--- src/rtl/eh2_pkg.sv ---
// Shared LSU definitions for the DCCM ECC scrub path.
//   eh2_scrub_entry_t : one correction write (bank addresses, corrected data,
//                       per-bank write enables).
//   SCRUB_Q_DEPTH_DEFAULT : default depth of the correction queue.
// The entry struct is sized for a 16-bit DCCM byte address and 32-bit banks;
// the top-level DCCM_BITS / DCCM_DATA_WIDTH parameters must stay at these values.
package eh2_pkg;

    localparam int unsigned SCRUB_DATA_W          = 32;
    localparam int unsigned SCRUB_ADDR_W          = 16;
    localparam int unsigned SCRUB_Q_DEPTH_DEFAULT = 4;

    typedef struct packed {
        logic [SCRUB_ADDR_W-1:0] addr_lo;
        logic [SCRUB_ADDR_W-1:0] addr_hi;
        logic [SCRUB_DATA_W-1:0] data_lo;
        logic [SCRUB_DATA_W-1:0] data_hi;
        logic                    en_lo;
        logic                    en_hi;
    } eh2_scrub_entry_t;

endpackage

--- src/rtl/eh2_lsu_scrub_fifo.sv ---
// Synchronous FIFO of scrub entries.
//   clk, rst_l : clock, asynchronous active-low reset
//   push       : write wr_data (ignored when full unless pop is also asserted)
//   pop        : release the head entry (ignored when empty)
//   rd_data    : head entry, combinational
//   count      : number of stored entries (0..DEPTH)
//   full/empty : derived from count
module eh2_lsu_scrub_fifo
    import eh2_pkg::*;
#(
    parameter int unsigned DEPTH = SCRUB_Q_DEPTH_DEFAULT
) (
    input  logic                       clk,
    input  logic                       rst_l,
    input  logic                       push,
    input  logic                       pop,
    input  eh2_scrub_entry_t           wr_data,
    output eh2_scrub_entry_t           rd_data,
    output logic [$clog2(DEPTH):0]     count,
    output logic                       full,
    output logic                       empty
);

    localparam int unsigned AW = $clog2(DEPTH);

    eh2_scrub_entry_t mem [DEPTH];
    logic [AW-1:0]    wr_ptr;
    logic [AW-1:0]    rd_ptr;
    logic             do_wr;
    logic             do_rd;

    assign full  = (count == (AW+1)'(DEPTH));
    assign empty = (count == '0);

    // A push into a full queue is accepted only when the head leaves the
    // same cycle; the slot written is the one being vacated.
    assign do_rd = pop & ~empty;
    assign do_wr = push & (~full | do_rd);

    assign rd_data = mem[rd_ptr];

    always_ff @(posedge clk or negedge rst_l) begin
        if (!rst_l) begin
            for (int unsigned i = 0; i < DEPTH; i++) begin
                mem[i] <= '0;
            end
        end else if (do_wr) begin
            mem[wr_ptr] <= wr_data;
        end
    end

    // DEPTH is a power of two, so pointer wrap is the natural overflow.
    always_ff @(posedge clk or negedge rst_l) begin
        if (!rst_l) begin
            wr_ptr <= '0;
            rd_ptr <= '0;
            count  <= '0;
        end else begin
            if (do_wr) wr_ptr <= wr_ptr + 1'b1;
            if (do_rd) rd_ptr <= rd_ptr + 1'b1;
            case ({do_wr, do_rd})
                2'b10:   count <= count + 1'b1;
                2'b01:   count <= count - 1'b1;
                default: count <= count;
            endcase
        end
    end

endmodule

--- src/rtl/eh2_lsu_ecc_scrub.sv ---
// LSU DCCM ECC scrubber.
// Captures single-bit-error corrected load data in dc3, carries it through
// dc4/dc5, queues one correction per event and writes it back to the DCCM
// banks when the write arbiter grants the scrub slot.
//   inputs  : dc3 ECC status, corrected data, start/end address, arbiter grant,
//             counter clear, scan_mode (clock-gating only, unused here)
//   outputs : scrub write request/enables/addresses/data (queue head),
//             dc1 read stall, saturating SEC counter, sticky overflow flag
module eh2_lsu_ecc_scrub
    import eh2_pkg::*;
#(
    parameter int unsigned DCCM_DATA_WIDTH = SCRUB_DATA_W,
    parameter int unsigned DCCM_BITS       = SCRUB_ADDR_W,
    parameter int unsigned SCRUB_Q_DEPTH   = SCRUB_Q_DEPTH_DEFAULT,
    parameter int unsigned ERR_CNT_WIDTH   = 16
) (
    input  logic                       clk,
    input  logic                       rst_l,
    input  logic                       scan_mode,
    input  logic                       ldst_valid_dc3,
    input  logic                       single_ecc_error_lo_dc3,
    input  logic                       single_ecc_error_hi_dc3,
    input  logic                       double_ecc_error_dc3,
    input  logic [DCCM_DATA_WIDTH-1:0] sec_data_lo_dc3,
    input  logic [DCCM_DATA_WIDTH-1:0] sec_data_hi_dc3,
    input  logic [DCCM_BITS-1:0]       lsu_addr_dc3,
    input  logic [DCCM_BITS-1:0]       end_addr_dc3,
    input  logic                       scrub_wr_gnt,
    input  logic                       err_cnt_clr,
    output logic                       scrub_wr_req,
    output logic                       scrub_wr_en_lo,
    output logic                       scrub_wr_en_hi,
    output logic [DCCM_BITS-1:0]       scrub_wr_addr_lo,
    output logic [DCCM_BITS-1:0]       scrub_wr_addr_hi,
    output logic [DCCM_DATA_WIDTH-1:0] scrub_wr_data_lo,
    output logic [DCCM_DATA_WIDTH-1:0] scrub_wr_data_hi,
    output logic                       scrub_stall,
    output logic [ERR_CNT_WIDTH-1:0]   single_err_cnt,
    output logic                       scrub_overflow
);

    localparam int unsigned CW = $clog2(SCRUB_Q_DEPTH) + 1;

    logic             cap_dc3;
    eh2_scrub_entry_t entry_dc3;
    eh2_scrub_entry_t entry_dc4;
    eh2_scrub_entry_t entry_dc5;
    logic             valid_dc4;
    logic             valid_dc5;

    eh2_scrub_entry_t head;
    logic [CW-1:0]    q_count;
    logic             q_full;
    logic             q_empty;
    logic             q_pop;
    logic             overflow_evt;

    logic [CW-1:0]    free_cnt;
    logic [CW-1:0]    inflight;

    logic [4:0]       unused_bits;
    assign unused_bits = {scan_mode, lsu_addr_dc3[1:0], end_addr_dc3[1:0]};

    // A DED anywhere in the access makes the corrected data untrustworthy,
    // so the whole event is dropped.
    assign cap_dc3 = ldst_valid_dc3
                   & (single_ecc_error_lo_dc3 | single_ecc_error_hi_dc3)
                   & ~double_ecc_error_dc3;

    always_comb begin
        entry_dc3         = '0;
        entry_dc3.addr_lo = {lsu_addr_dc3[DCCM_BITS-1:2], 2'b00};
        entry_dc3.addr_hi = {end_addr_dc3[DCCM_BITS-1:2], 2'b00};
        entry_dc3.data_lo = sec_data_lo_dc3;
        entry_dc3.data_hi = sec_data_hi_dc3;
        entry_dc3.en_lo   = single_ecc_error_lo_dc3;
        entry_dc3.en_hi   = single_ecc_error_hi_dc3;
    end

    // Pipe valids are never flushed: the memory holds bad data regardless
    // of what happens to the instruction.
    always_ff @(posedge clk or negedge rst_l) begin
        if (!rst_l) begin
            valid_dc4 <= 1'b0;
            valid_dc5 <= 1'b0;
        end else begin
            valid_dc4 <= cap_dc3;
            valid_dc5 <= valid_dc4;
        end
    end

    // Payload flops load only with their stage valid (rvdffe-style gating).
    always_ff @(posedge clk or negedge rst_l) begin
        if (!rst_l) begin
            entry_dc4 <= '0;
        end else if (cap_dc3) begin
            entry_dc4 <= entry_dc3;
        end
    end

    always_ff @(posedge clk or negedge rst_l) begin
        if (!rst_l) begin
            entry_dc5 <= '0;
        end else if (valid_dc4) begin
            entry_dc5 <= entry_dc4;
        end
    end

    eh2_lsu_scrub_fifo #(
        .DEPTH (SCRUB_Q_DEPTH)
    ) u_fifo (
        .clk     (clk),
        .rst_l   (rst_l),
        .push    (valid_dc5),
        .pop     (q_pop),
        .wr_data (entry_dc5),
        .rd_data (head),
        .count   (q_count),
        .full    (q_full),
        .empty   (q_empty)
    );

    assign scrub_wr_req = ~q_empty;
    assign q_pop        = scrub_wr_req & scrub_wr_gnt;
    assign overflow_evt = valid_dc5 & q_full & ~q_pop;

    // Head fields are masked when the queue is empty so stale entries never
    // appear on the write port.
    always_comb begin
        scrub_wr_en_lo   = 1'b0;
        scrub_wr_en_hi   = 1'b0;
        scrub_wr_addr_lo = '0;
        scrub_wr_addr_hi = '0;
        scrub_wr_data_lo = '0;
        scrub_wr_data_hi = '0;
        if (scrub_wr_req) begin
            scrub_wr_en_lo   = head.en_lo;
            scrub_wr_en_hi   = head.en_hi;
            scrub_wr_addr_lo = head.addr_lo;
            scrub_wr_addr_hi = head.addr_hi;
            scrub_wr_data_lo = head.data_lo;
            scrub_wr_data_hi = head.data_hi;
        end
    end

    // Reserve a slot for every event already in dc4/dc5 plus one more for
    // the access that may still be in dc3 when the stall takes effect.
    assign free_cnt    = CW'(SCRUB_Q_DEPTH) - q_count;
    assign inflight    = CW'(valid_dc4) + CW'(valid_dc5) + CW'(1);
    assign scrub_stall = (free_cnt <= inflight);

    always_ff @(posedge clk or negedge rst_l) begin
        if (!rst_l) begin
            single_err_cnt <= '0;
            scrub_overflow <= 1'b0;
        end else if (err_cnt_clr) begin
            single_err_cnt <= '0;
            scrub_overflow <= 1'b0;
        end else begin
            if (valid_dc5 && (single_err_cnt != '1)) begin
                single_err_cnt <= single_err_cnt + 1'b1;
            end
            if (overflow_evt) begin
                scrub_overflow <= 1'b1;
            end
        end
    end

endmodule
--- config.mk ---
export PLATFORM = sky130hd
export DESIGN_NAME = eh2_lsu_ecc_scrub
export DESIGN_NICKNAME = d
export VERILOG_FILES = /design/src/rtl/eh2_pkg.sv /design/src/rtl/eh2_lsu_scrub_fifo.sv /design/src/rtl/eh2_lsu_ecc_scrub.sv
export SDC_FILE = /design/constraint.sdc
export NUM_CORES = 1
export LEC_CHECK = 0
export ABC_CLOCK_PERIOD_IN_PS = 2700
export CAP_MARGIN = 20
export CORE_ASPECT_RATIO = 1.75
export CORE_MARGIN = 2
export CORE_UTILIZATION = 60
export CTS_BUF_LIST = sky130_fd_sc_hd__clkbuf_4 sky130_fd_sc_hd__clkbuf_8
export CTS_CLUSTER_SIZE = 28
export DETAILED_ROUTE_END_ITERATION = 12
export PLACE_DENSITY = 0.93
export SYNTH_ARGS = -nofsm -noshare
export SYNTH_HDL_FRONTEND = slang
export SYNTH_SLANG_ARGS = --single-unit
--- constraint.sdc ---
create_clock -name clk -period 2.7 [get_ports clk]
set_clock_uncertainty 0.05 [all_clocks]
set_input_delay 0.54 -clock clk [delete_from_list [all_inputs] [get_ports clk]]
set_output_delay 0.54 -clock clk [all_outputs]
set_load 0.02 [all_outputs]
# Word level (Yosys, flattened, before mapping)
# Cells that the tools add are included.
[totals] regBits=606 in_bits=105
[op_classes] addsub=8 order_cmp=4 eq_ne=4 n_mux=17 bitwise=15 n_reduce_logical=6
[ops] cell="$bwmux W392" count=1
[ops] cell="$mux W98" count=3
[ops] cell="$bmux W98 S2" count=1
[ops] cell="$demux W98 S2" count=1
[ops] cell="$mux W16" count=4
[ops] cell="$mux W32" count=2
[ops] cell="$add A16 B1 Y16 const B" count=1
[ops] cell="$ne A16 B16 Y1 const B" count=1
[ops] cell="$and A1 B1 Y1" count=7
[ops] cell="$ge A3 B3 Y1 const B" count=2
[ops] cell="$not A2 Y3" count=2
[ops] cell="$pmux W3 S2" count=1
[ops] cell="$reduce_bool A2 Y1" count=3
[ops] cell="$add A2 B1 Y2 const B" count=2
[ops] cell="$mux W1" count=4
[ops] cell="$not A1 Y1" count=4
[ops] cell="$add A2 B1 Y3 const B" count=1
[ops] cell="$add A3 B1 Y3 const B" count=1
[ops] cell="$eq A3 B3 Y1 const B" count=1
[ops] cell="$le A3 B3 Y1" count=1
[ops] cell="$logic_not A3 Y1" count=1
[ops] cell="$lt A3 B1 Y1 const B" count=1
[ops] cell="$sub A3 B1 Y3 const B" count=1
[ops] cell="$sub A3 B3 Y3 const A" count=1
[ops] cell="other kinds (5)" count=7

# Logic depth before layout (Yosys ltp)
[depth] depth_word=8 depth_mapped=12 ltp_nobuf=12

# By module
# A second synthesis with hierarchy kept.
[hier_totals] hier_cells=1622 hier_area_um2=26018.7
[modules_own_cells] mod="eh2_lsu_scrub_fifo" n_inst=1 cells_per_inst=985 area_per_inst_um2=17220.3 seq_area_each_um2=9984.6
[modules_own_cells] mod="eh2_lsu_ecc_scrub" n_inst=1 cells_per_inst=637 area_per_inst_um2=8798.4 seq_area_each_um2=5180.0

# Worst setup path after synthesis
# No wires, ideal clock.
[synth_timing] path_kind="register to output" from="register valid_dc4" to="output port scrub_stall" arrival_ps=2044 slack_ps=66 stages_incl_launch_ff=12 path_buffers=3 cell_sequence="dfrtp_1 -> clkbuf_1 -> buf_1 -> buf_2 -> inv_1 -> ha_1 -> inv_1 -> ha_1 -> inv_1 -> a21oi_1 -> a21oi_1 -> nor2b_1"
[synth_via] elab_chain_cells=3
[synth_rtl] element="start, declared" line_no="eh2_lsu_ecc_scrub.sv:48" rtl="logic valid_dc4;"
[synth_rtl] element="start signal, assigned" line_no="eh2_lsu_ecc_scrub.sv:87" rtl="valid_dc4 <= cap_dc3;"
[synth_rtl] element="$add A1 B1 Y2" line_no="eh2_lsu_ecc_scrub.sv:149" rtl="assign inflight = CW'(valid_dc4) + CW'(valid_dc5) + CW'(1);"
[synth_rtl] element="$add A2 B1 Y3" line_no="eh2_lsu_ecc_scrub.sv:149"
[synth_rtl] element="$le A3 B3 Y1" line_no="eh2_lsu_ecc_scrub.sv:150" rtl="assign scrub_stall = (free_cnt <= inflight);"
[synth_rtl] element="end, declared" line_no="eh2_lsu_ecc_scrub.sv:37" rtl="output logic scrub_stall,"
# No other way between the ends.

# Final worst setup path
[layout_timing] from="register u_fifo.rd_ptr[0]" to="output port scrub_wr_data_lo[9]"
[layout_via] elab_chain_cells=5
[layout_rtl] element="start, declared" line_no="eh2_lsu_scrub_fifo.sv:28" rtl="logic [AW-1:0] rd_ptr;"
[layout_rtl] element="start signal, assigned" line_no="eh2_lsu_scrub_fifo.sv:60" rtl="if (do_rd) rd_ptr <= rd_ptr + 1'b1;"
[layout_rtl] element="$not A2 Y3 (implied by the code)" line_no="eh2_lsu_scrub_fifo.sv:40" rtl="assign rd_data = mem[rd_ptr];"
[layout_rtl] element="$bmux W98 S2" line_no="eh2_lsu_scrub_fifo.sv:40"
[layout_rtl] element="$mux W98 (implied by the code) (2 in a row)" line_no="eh2_lsu_scrub_fifo.sv:40"
[layout_rtl] element="$mux W32" line_no="eh2_lsu_ecc_scrub.sv:136" rtl="if (scrub_wr_req) begin"
[layout_rtl] element="end, declared" line_no="eh2_lsu_ecc_scrub.sv:35" rtl="output logic [DCCM_DATA_WIDTH-1:0] scrub_wr_data_lo,"
# No other way between the ends. The select of a mux whose other input is x is not followed.

==> impl_metrics.json <==
{
  "wire_per_inst_microns": 24.2,
  "critical_path.endpoint_type": "output port",
  "arrival_ns": 2.38,
  "cp.required_ns": 2.11,
  "report.final.setup_viol": 94,
  "detailed_place_hpwl_microns": 34100,
  "antenna_found_initial": 3,
  "ys_seq_elements": 590,
  "number_of_buffers_added_on_ports": 212,
  "postLayoutCoreUtil": 0.750,
  "grt_max_degree": 83,
  "layout.filler_cells": 2297,
  "design.portCount": 222,
  "rsz0062_at_grt": "true",
  "cts_root_buf": "sky130_fd_sc_hd__clkbuf_8",
  "gpl.final_weighted_congestion": 0.842,
  "ff2ff_setup_slack_ns": 0.17,
  "setup_ws_ns": -0.273,
  "use_met1": 0.322,
  "syn_inst": 1573,
  "hold_path_class": "input pin to asynchronous set/reset pin",
  "yosysTopAreaCellShare": 0.587,
  "drcViolationCount": 0,
  "total_power_mw": 39.4,
  "grt_first_pass_wirelength_microns": 94000,
  "critical_path.reg2reg.startpoint": "valid_dc4$_DFF_PN0_",
  "start_util": 0.607,
  "met3_usage": 0.0479,
  "criticalPathCategory": "flop to output port",
  "max_freq_ghz": 0.336,
  "area_inside_the_core_boundary_sq_um": 41500,
  "detail_route.wirelength_microns": 60500,
  "global_route.peak_usage_layer": "met2",
  "synth_ff_type": "sky130_fd_sc_hd__dfrtp_1",
  "route.antenna.remaining_nets": 0,
  "layout-drive-gt1-share": 0.450,
  "grtUsageMet2": 0.499,
  "syn_area_per_cell_sq_um": 16.0,
  "fp-row-count": 99,
  "ys_warn_count": 0,
  "worstPathMaxFanout": 8,
  "track_usage": 0.278,
  "netlist.top_cell.by_area": "sky130_fd_sc_hd__dfrtp_1",
  "globalRoute.totalOverflow": 0,
  "detailroute.via_count": 14800,
  "first_global_vias": 17000,
  "synth.area.top_cells": "sky130_fd_sc_hd__dfrtp_1 59%, sky130_fd_sc_hd__mux2_2 15%, sky130_fd_sc_hd__mux2_1 11%, sky130_fd_sc_hd__mux4_2 8.4%, sky130_fd_sc_hd__and2_1 2.4%",
  "timing_worst_slew_pin_value_ns": 1.07,
  "critical_path.reg2reg.endpoint": "entry_dc5[6]$_DFFE_PN0P_",
  "ys_async_sr_fraction": 1.00,
  "ir_worst_vdd_v": 0.00103,
  "cts.clk_slew.worst_paths_ns": 0.07,
  "die_x_microns": 159,
  "synthesis.area_sq_um": 25200,
  "finish.net_count": 1992,
  "ys_types": 44,
  "maxCapViolCount": 0,
  "worstRegToRegCells": 3,
  "yosysSeqAreaShare": 0.587,
  "count_of_endpoints_failing_hold_in_the_final_timing_report": 0,
  "count_of_flip_flops_with_a_built_in_enable_after_synthesis": 0,
  "die_height_microns": 275,
  "crit_path_start_kind": "flop",
  "cts-root-to-sink-buffers": 3,
  "drtIter0Drc": 1135,
  "clock-sinks": 590,
  "power_leakage_nw": 14.0,
  "failed_checks": "setup timing",
  "slew_headroom": 0.286,
  "first_pass_drt_iterations": 5,
  "design.die.area_sq_um": 43700,
  "outcome": "complete, but fails checks",
  "tritoncts.num_buffers": 83,
  "cts_tree": "built",
  "cts_max_level": 3,
  "detail_route.vias_per_cell": 5.95,
  "power_per_cell_area_nw_per_um2": 1270,
  "final_period_minus_worst_setup_slack_ns": 2.97,
  "area_growth_syn_to_layout_pct": 23.7,
  "post-place-ws_ns": 0.0109,
  "worst_skew_pair.late_latency_ns": 0.64,
  "timing.final.max_slew_violations": 0,
  "final.period_utilization": 1.10
}
[power breakdown]
part / switching [mW] / leakage (nW) / internal, mW
clock: 3.37 / 0.956 / 4.12
sequential: 2.27 / 7.23 / 12.3
combinational: 7.34 / 5.77 / 10.0
total: 13.0 / 14.0 / 26.4
[logic make-up after synthesis]
kind of cell               share of synthesized area
AOI/OAI and AO/OA                            0.00751
xor gates and xnor gates                     0.00244
adders and majority gates                    0.00676
buffers and inverters                         0.0217
DFF                                            0.587
muxes                                          0.337
other                                       0.000149
and+or+nand+nor                               0.0375
[synth_stat cells, drive strengths merged, types with 2 or more instances]
cell / number
o31ai: 3
nand2: 12
a31oi: 2
nand3: 3
xor2: 2
ha: 12
nor3: 3
mux2: 565
or3: 6
nand4: 8
nor4: 2
dfrtp: 590
and4: 3
xnor2: 5
o21ai: 7
nand2b: 3
a211oi: 2
a21oi: 13
buf: 78
nor2: 11
nor2b: 3
and2: 95
clkbuf: 23
or4: 3
inv: 16
mux4: 94
[timing repair]
item,in CTS,in global routing
gates resized for setup,457,234
endpoints found under the hold margin,52,0
hold buffers,1,0
setup buffers,25,13
pin swaps,11,63
setup endpoints to repair,96,96
cloned,6,5
[worst max path at each step]
stage | slack (ns) | end | start
floorplan | 0.07 | scrub_stall | valid_dc4$_DFF_PN0_
detailed placement | 0.01 | scrub_wr_data_lo[12] | u_fifo.count[1]$_DFFE_PN0P_
global placement | 0.02 | scrub_wr_data_hi[27] | u_fifo.rd_ptr[0]$_DFFE_PN0P_
global route | -0.35 | scrub_wr_data_hi[27] | u_fifo.rd_ptr[0]$_DFFE_PN0P_
CTS | -0.40 | scrub_wr_data_hi[1] | u_fifo.rd_ptr[0]$_DFFE_PN0P_
finish | -0.27 | scrub_wr_data_lo[9] | u_fifo.rd_ptr[0]$_DFFE_PN0P_
[metal layers]
layer	up-vias	routed length (microns)
met5	-	0
met4	0	2990
met3	164	2510
met2	430	32100
met1	7954	22800
li1	6291	-
[final cells by class]
class	count	area, sq um	share of cell area
inverter	16	70.1	0.00225
clock inverter	14	141	0.00454
timing repair buffer	314	3600	0.116
multi-input combinational	869	10200	0.327
clock buffer	133	1670	0.0536
sequential	590	14800	0.475
antenna	4	10.0	0.000322
tap	555	694	0.0223
[flip-flops by register name, indices dropped and copies added (netlist names), 2 cells and up]
register / flops
single_err_cnt: 16
u_fifo.count: 3
u_fifo.wr_ptr: 2
entry_dc4: 94
u_fifo.mem: 376
entry_dc5: 94
u_fifo.rd_ptr: 2
[per-stage QoR]
step                      cells  cell area [sq um]  setup TNS [ns]  hold WS (ns)
final                      2495              31100          -17.96         0.414
after global placement     2298              28300               0         0.413
after floorplan            1576              25200               0         0.194
after CTS                  2477              30500          -22.73         0.408
after global routing       2494              31100          -24.82         0.430
after detailed placement   2298              28300               0         0.418
[placed cells by master (no fill, tap or decap), drive strengths merged, types with 4 or more instances in the layout]
cell and instances:
a21oi 13, and2 95, buf 192, clkbuf 138, clkdlybuf4s50 115, clkinv 7, conb 4, dfrtp 590
diode 4, ha 12, inv 18, mux2 565, mux4 94, nand2 12, nand4 8, nor2 11
o21ai 7, or3 6, xnor2 5
[critical path: stages, from the launching register on]
cell and delay [ns]:
sky130_fd_sc_hd__dfrtp_4 0.57, sky130_fd_sc_hd__buf_12 0.17, sky130_fd_sc_hd__buf_16 0.14, sky130_fd_sc_hd__buf_8 0.12
sky130_fd_sc_hd__mux4_2 0.44, sky130_fd_sc_hd__and2_4 0.18, sky130_fd_sc_hd__buf_6 0.13
Note: power is estimated with default switching activity, not from simulation.
